$ cat src/rtl/mat_vec_mult_seq_if.sv
// Start/end handshake bundle for the sequential matrix-vector multiplier.
// The initiator drives operands and startMult; the responder returns Res.
interface mat_vec_mult_seq_if #(
    parameter int WIDTH = 16,
    parameter int nos   = 4
);
    logic                               startMult;
    logic [nos-1:0][nos-1:0][WIDTH-1:0] A;
    logic [nos-1:0][WIDTH-1:0]          B;
    logic [nos-1:0][WIDTH-1:0]          Res;
    logic                               endMult;
    logic                               busy;

    modport master (
        output startMult, A, B,
        input  Res, endMult, busy
    );

    modport slave (
        input  startMult, A, B,
        output Res, endMult, busy
    );
endinterface

$ cat src/rtl/mat_vec_mult_seq.sv
// Sequential fixed-point Res = A x B, one signed MAC lane per row.
// Each lane consumes one column per enabled cycle; operands latched at start.
module mat_vec_mult_seq #(
    parameter int WIDTH     = 16,
    parameter int nos       = 4,
    parameter int intDigits = 16
) (
    input  logic              clk,
    input  logic              reset,
    input  logic              clk_en,
    mat_vec_mult_seq_if.slave bus
);
    localparam int FRAC = WIDTH - intDigits;
    localparam int CW   = $clog2(nos);
    localparam int PW   = 2 * WIDTH;
    localparam int AW   = PW + CW;
    localparam logic [CW-1:0] LAST = CW'(nos - 1);

    typedef enum logic [1:0] {
        IDLE,
        RUN,
        DONE
    } state_t;

    state_t state;
    state_t state_nxt;

    logic [nos-1:0][nos-1:0][WIDTH-1:0] ar;
    logic [nos-1:0][WIDTH-1:0]          br;
    logic [nos-1:0][WIDTH-1:0]          res_q;
    logic [nos-1:0][WIDTH-1:0]          res_nxt;
    logic [CW-1:0]                      col;

    logic signed [AW-1:0] acc     [nos];
    logic signed [AW-1:0] acc_nxt [nos];
    logic signed [PW-1:0] a_ext   [nos];
    logic signed [PW-1:0] prod    [nos];
    logic signed [PW-1:0] b_ext;

    logic start_run;
    logic last_col;

    assign last_col = (state == RUN) && (col == LAST);

    // State register; reset and every transition wait for an enabled edge.
    always_ff @(posedge clk) begin
        if (clk_en) begin
            if (reset) begin
                state <= IDLE;
            end else begin
                state <= state_nxt;
            end
        end
    end

    // Next-state decode: start only accepted in IDLE, DONE lasts one cycle.
    always_comb begin
        state_nxt = state;
        start_run = 1'b0;
        unique case (state)
            IDLE: begin
                if (bus.startMult) begin
                    state_nxt = RUN;
                    start_run = 1'b1;
                end
            end
            RUN: begin
                if (last_col) begin
                    state_nxt = DONE;
                end
            end
            DONE: begin
                state_nxt = IDLE;
            end
            default: begin
                state_nxt = IDLE;
            end
        endcase
    end

    // MAC lanes: product of current column, next accumulator and scaled result.
    always_comb begin
        b_ext = PW'($signed(br[col]));
        for (int i = 0; i < nos; i++) begin
            a_ext[i]   = PW'($signed(ar[i][col]));
            prod[i]    = a_ext[i] * b_ext;
            acc_nxt[i] = acc[i] + AW'(prod[i]);
            res_nxt[i] = WIDTH'(acc_nxt[i] >>> FRAC);
        end
    end

    // Operand latch, accumulation and result load including the final MAC.
    always_ff @(posedge clk) begin
        if (clk_en) begin
            if (reset) begin
                ar    <= '0;
                br    <= '0;
                col   <= '0;
                res_q <= '0;
                for (int i = 0; i < nos; i++) begin
                    acc[i] <= '0;
                end
            end else if (start_run) begin
                ar  <= bus.A;
                br  <= bus.B;
                col <= '0;
                for (int i = 0; i < nos; i++) begin
                    acc[i] <= '0;
                end
            end else if (state == RUN) begin
                for (int i = 0; i < nos; i++) begin
                    acc[i] <= acc_nxt[i];
                end
                if (last_col) begin
                    col   <= '0;
                    res_q <= res_nxt;
                end else begin
                    col <= col + CW'(1);
                end
            end
        end
    end

    assign bus.Res     = res_q;
    assign bus.endMult = (state == DONE);
    assign bus.busy    = (state != IDLE);
endmodule

$ cat src/flat_wrapper.sv
// flat-port wrapper written by rule: the top's interface ports become plain ports
module mat_vec_mult_seq_flat 
#(
    parameter int WIDTH     = 16,
    parameter int nos       = 4,
    parameter int intDigits = 16
)
  (clk, reset, clk_en, bus_startMult, bus_A, bus_B, bus_Res, bus_endMult, bus_busy);
  mat_vec_mult_seq_if #(.WIDTH(WIDTH), .nos(nos)) bus_i ();
  input  logic clk;
  input  logic reset;
  input  logic clk_en;
  input wire logic [$bits(bus_i.startMult)-1:0] bus_startMult;
  input wire logic [$bits(bus_i.A)-1:0] bus_A;
  input wire logic [$bits(bus_i.B)-1:0] bus_B;
  output wire logic [$bits(bus_i.Res)-1:0] bus_Res;
  output wire logic [$bits(bus_i.endMult)-1:0] bus_endMult;
  output wire logic [$bits(bus_i.busy)-1:0] bus_busy;
  assign bus_i.startMult = bus_startMult;
  assign bus_i.A = bus_A;
  assign bus_i.B = bus_B;
  assign bus_Res = bus_i.Res;
  assign bus_endMult = bus_i.endMult;
  assign bus_busy = bus_i.busy;
  mat_vec_mult_seq #(.WIDTH(WIDTH), .nos(nos), .intDigits(intDigits)) u_core (.clk(clk), .reset(reset), .clk_en(clk_en), .bus(bus_i));
endmodule
$ cat config.mk
export PLATFORM = sky130hd
export DESIGN_NAME = mat_vec_mult_seq_flat
export DESIGN_NICKNAME = d
export VERILOG_FILES = /design/src/rtl/mat_vec_mult_seq_if.sv /design/src/rtl/mat_vec_mult_seq.sv /design/src/flat_wrapper.sv
export SDC_FILE = /design/constraint.sdc
export NUM_CORES = 2
export LEC_CHECK = 0
export ABC_AREA = 1
export BUFFER_PORTS_ARGS = -buffer_cell sky130_fd_sc_hd__buf_2
export CAP_MARGIN = 20
export CORE_UTILIZATION = 63
export CTS_BUF_LIST = sky130_fd_sc_hd__clkbuf_4
export DETAILED_ROUTE_END_ITERATION = 8
export PLACE_DENSITY = 0.84
export SYNTH_ARGS = -nofsm -noshare
export SYNTH_HDL_FRONTEND = slang
export SYNTH_SLANG_ARGS = --single-unit
$ cat constraint.sdc
create_clock -name clk -period 23.1 [get_ports clk]
set_clock_uncertainty 0.1 [all_clocks]
set_input_delay 0 -clock clk [delete_from_list [all_inputs] [get_ports clk]]
set_output_delay 0 -clock clk [all_outputs]
set_load 0.01 [all_outputs]
==> summary.md, run 1 <==
| Metric | Value |
|---|---|
| IO buf count | `389` |
| CTS Buf Count | `115` |
| FFs w/ async S/R, synth | `0%` |
| CTS resizes | `0` |
| CTS root buffer | `clkbuf_4` |
| Yosys synthesis warning count | `0` |
| DIE WIDTH | `251 um` |
| First-pass GRT wire length | `338 mm` |
| Post-synth EDFFs | `436` |
| Avg Synthesized Cell Area | `8.32 um^2` |
| Net Count, Synth | `5,642` |
| Synthesized area | `38,900 um^2` |
| Area share of fa/ha/maj cells after synthesis | `27.6%` |
| I/O pins | `390` |
| Die height | `251 um` |
| GPL Wtd Cong | `0.924` |
| Share of the synthesized area in the top cell type | `33.6%` |
| Outcome | `stopped before the end` |
| Post-synth top cells | `inv_1 (1,245), nand2_1 (906), nor2_1 (797)` |
| Yosys reg bits | `452` |
| Mapped Cells | `4,681` |
| Stopped at | `global routing` |
| Fraction of synthesized area in multiplexers | `0%` |
| Synth unique cells | `40` |
| Largest family of logic cells by synthesized area | `adder cells` |
| Post-DP HPWL | `74.5 mm` |
| CTS Sinks | `452` |
| Number of placement rows | `90` |
| Largest net degree at the start of global routing | `206` |
| Synth Area in Compound Gates | `2.82%` |
| Top-count cell post-synth | `inv_1` |
| Synth Area in Simple Gates | `19.2%` |
| Post-synthesis sequential area ratio | `34.4%` |
| Total track usage | `74.7%` |
| Synth Area in XOR/XNOR | `1.93%` |
| H-tree levels | `3` |
| Initial Util | `64.2%` |
| Most area-hungry cell type in the Yosys netlist | `edfxtp_1` |
| Error Message | `[ERROR GRT-0116] Global routing finished with congestion. Check the congestion regions in the DRC Viewer.` |
| Aggregate global routing overflow | `74` |
| Vias in the first global route | `52,636` |
| Synth area leaders | `edfxtp_1 (34%), fa_1 (19%), inv_1 (12%), nand2_1 (8.7%), ha_1 (8.5%)` |
| Post-synth top flop | `edfxtp_1` |
| Clock Path Buffers | `3` |
## cells by family after synthesis
group,after synthesis
and+or+nand+nor,1909
buffers and inverters,1415
adders and majority gates,637
DFF,452
AOI/OAI and AO/OA,182
xor gates and xnor gates,86
## repair_timing
item                      CTS
setup buffers               0
hold buffers              939
hold endpoints to repair  504
## per-stage QoR
step	cell area (um^2)	setup WS, ns	util [%]	std cells	hold slack, ns
floorplan	38900	6.08	-	4681	0.0946
global placement	41500	15.07	68.3	5724	0.183
detailed placement	41500	14.85	68.3	5724	0.186
CTS	52200	14.89	86.1	6858	0.0592
## layer usage
layer  GRT usage, %  overflow
met2           85.0        34
met3           70.0         8
met4           66.1        24
met1           74.2         8
met5           54.1         0
==> inputs of run 2 (changes only) <==
Settings changed: CORE_UTILIZATION 63 to 40, CTS_BUF_LIST sky130_fd_sc_hd__clkbuf_4 to unset, PLACE_DENSITY 0.84 to unset, PLACE_DENSITY_LB_ADDON set to 0.15.
==> summary.md, run 2 <==
| Metric | Value |
|---|---|
| Share of the synthesized area in the top cell type | `33.6% (unchanged)` |
| Crit start category | `flip-flop` |
| Met2 wire length | `51.7 mm` |
| Top layer reached by signal wires | `met5` |
| Hold Path Sink | `u_core.ar[159]$_SDFFCE_PP0P_` |
| Most area-hungry cell type in the Yosys netlist | `edfxtp_1` |
| Leak | `0.0247 uW` |
| PnR worst setup slack | `14.95 ns` |
| CTS root buffer | `clkbuf_16` |
| Worst setup EP type | `flip-flop` |
| CTS Buf Count | `53 (-54%)` |
| Post-synth top cells | `inv_1 (1,245), nand2_1 (906), nor2_1 (797)` |
| Critical path's slowest cell | `inv_4` |
| RSZ-0062 raised after global routing | `no` |
| Crit path depth | `26` |
| Avg Vias per Cell | `4.70` |
| Fin util | `50.0%` |
| First-pass GRT wire length | `180 mm` |
| CTS tree | `yes` |
| CTS clk-pin slew, worst paths | `0.06 ns` |
| Outcome | `finished clean` |
| Post-DP Area | `42,200 um^2 (+1.7%)` |
| Pwr/cell area | `151 nW/um^2` |
| Fillers | `9,127` |
| Number of placement rows | `114 (+27%)` |
| Clock Path Buffers | `3 (unchanged)` |
| Vias in the first global route | `32,407` |
| R2R cell count | `26` |
| Commonest non-fill, non-tap cell in the layout | `inv_1` |
| WHS Path Cells | `4` |
| I/O pins | `390 (unchanged)` |
| Most frequent cells in the layout | `inv_1 (1,244), nand2_1 (906), nor2_1 (796)` |
| Core area | `96,600 um^2` |
| HP Class | `input pin to flip-flop` |
| DRC viols | `0` |
| Full die area | `98,600 um^2` |
| Synth area leaders | `edfxtp_1 (34%), fa_1 (19%), inv_1 (12%), nand2_1 (8.7%), ha_1 (8.5%)` |
| Layout area overhead | `24.0%` |
| Slew @ Worst Pin | `1.08 ns` |
| Via count | `31,769` |
| First-pass DRT Iterations | `6` |
| Synth unique cells | `40 (unchanged)` |
| Aggregate global routing overflow | `0` |
| Minimum clock period | `8.15 ns` |
| CP delay by family, top | `adder cells` |
| Initial Util | `40.3% (-24 points)` |
| ANT nets after route | `0` |
| # Post-CTS Setup Buffers | `0 (unchanged)` |
| WS Path Type | `flip-flop to flip-flop` |
| IO buf count | `389 (unchanged)` |
| Routed WL per cell | `17.1 um` |
| Rel. slew slack | `28.1%` |
| Yosys synthesis warning count | `0 (unchanged)` |
| Post-CTS Hold Fix Bufs | `436 (-54%)` |
| Largest net degree at the start of global routing | `191` |
| Post-synth top flop | `edfxtp_1` |
| # setup viols final | `0` |
| Yosys reg bits | `452 (unchanged)` |
| Slowest cell delay on critical path | `0.70 ns` |
| CP most frequent cell | `fa_1` |
| FFs w/ async S/R, synth | `0% (unchanged)` |
| R2r endpoint | `u_core.acc[3][14]$_SDFFCE_PN0P_` |
| CTS Sinks | `452 (unchanged)` |
| Synthesized area | `38,900 um^2 (unchanged)` |
| Hold Path Origin | `bus_A[159]` |
| CTS resizes | `0 (unchanged)` |
| Mapped Cells | `4,681 (unchanged)` |
| TNS Setup | `0 ns` |
| DIE WIDTH | `314 um (+25%)` |
| Final #Nets | `6,405` |
| Critical Path RT | `23.34 ns` |
| Fin. max-slew vios | `0` |
| Top reg by flops | `u_core.ar` |
| Pre-CTS WS | `14.99 ns (+0.144 ns)` |
| Tot Pwr | `7280 uW` |
| Top-count cell post-synth | `inv_1` |
| Share of cells above drive strength 1 | `9.79%` |
| Max Fanout on Critical Path | `158` |
| Post-synth EDFFs | `436 (unchanged)` |
| GPL Wtd Cong | `0.883 (-4.4%)` |
| Design Area, Final | `48,300 um^2` |
| Critical R2R Launch | `u_core.col[0]$_SDFFCE_PP0P_` |
| Max reg flops | `256` |
| Peak supply drop | `0.241 mV` |
| Hold Vio Cnt, Final | `0` |
| Initial antenna violation count | `2` |
| Bufs and invs on worst path | `9` |
| Total track usage | `23.7%` |
| Drt initial violations | `2,328` |
| Met3 WL post-DR | `7.61 mm` |
| CP arrival | `8.39 ns` |
| R2R Setup Slk | `14.95 ns` |
| Final Routed Wirelength | `116 mm` |
| Max_cap viols | `0` |
| H-tree levels | `2 (-1)` |
| Met1 WL | `51.6 mm` |
| Fmax | `123 MHz` |
| Worst-Skew Late Latency | `0.64 ns` |
| Net Count, Synth | `5,642 (unchanged)` |
| Avg Synthesized Cell Area | `8.32 um^2 (unchanged)` |
| Final Cycle Share | `35.3%` |
| Post-DP HPWL | `82.9 mm (+11%)` |
| Post-synthesis sequential area ratio | `34.4% (unchanged)` |
| Die height | `314 um (+25%)` |
[run 2: cell counts after synthesis]
Identical to the previous run, type by type.
[run 2: area by class of cell]
cell class	count	area (um^2)	area share (%)
Tap cell	1276	1600	3.31
Timing Repair Buffer	869	6700	13.9
Multi-Input combinational cell	2814	20200	41.7
Clock buffer	63	1360	2.83
Inverter	1254	4710	9.76
Sequential cell	452	13400	27.8
Clock inverter	34	340	0.705
Antenna cell	1	2.50	0.00518
[run 2: where the power goes]
| group | internal, uW | switching, uW | total (uW) |
|---|---|---|---|
| registers | 1130 | 43.5 | 1180 |
| clock network | 479 | 362 | 842 |
| logic | 2000 | 3260 | 5260 |
| total | 3610 | 3660 | 7280 |
[run 2: cells by family (layout without fill, tap and decap cells)]
group,Yosys count,count (layout),share of synthesized area [%]
AND/OR/NAND/NOR,1909,1909,19.2
buffers and inverters,1415,2220,13.9
adder cells (fa/ha/maj),637,637,27.6
flip-flops,452,452,34.4
AO/OA/AOI/OAI,182,182,2.82
XOR/XNOR,86,86,1.93
other,0,1,0
[run 2: worst max-delay path by stage]
stage	from	to
floorplan	u_core.state[0]$_SDFFCE_PP0P_	u_core.ar[0]$_SDFFCE_PP0P_
global placement	u_core.col[0]$_SDFFCE_PP0P_	u_core.acc[3][14]$_SDFFCE_PN0P_
detailed placement	u_core.col[0]$_SDFFCE_PP0P_	u_core.acc[3][14]$_SDFFCE_PN0P_
finish	u_core.col[0]$_SDFFCE_PP0P_	u_core.acc[3][14]$_SDFFCE_PN0P_
CTS	u_core.col[0]$_SDFFCE_PP0P_	u_core.acc[3][15]$_SDFFCE_PN0P_
global route	u_core.col[0]$_SDFFCE_PP0P_	u_core.acc[3][14]$_SDFFCE_PN0P_
[run 2: per-layer routing]
metal  track usage (%)  vias up
met2              37.5     1034
met3              4.04      212
li1                  -    15383
met1              32.4    15138
met4              9.56        2
met5                 0        -
[run 2: worst reg2reg max path, delay by kind of cell, from the launching register on]
kind | cells | cell delay [ns]
DFF | 1 | 0.41
adders and majority gates | 7 | 3.51
buffers and inverters | 9 | 2.42
xor gates and xnor gates | 1 | 0.21
and+or+nand+nor | 5 | 0.54
AOI/OAI and AO/OA | 4 | 0.67
[run 2: metrics by stage]
step	cells	hold slack, ns
finish	6763	0.0871
global route	6763	0.0945
CTS	6761	0.0429
detailed placement	6228	0.188
global placement	6228	0.184
floorplan	4681	0.0946
Note: power is estimated with default switching activity, not from simulation.
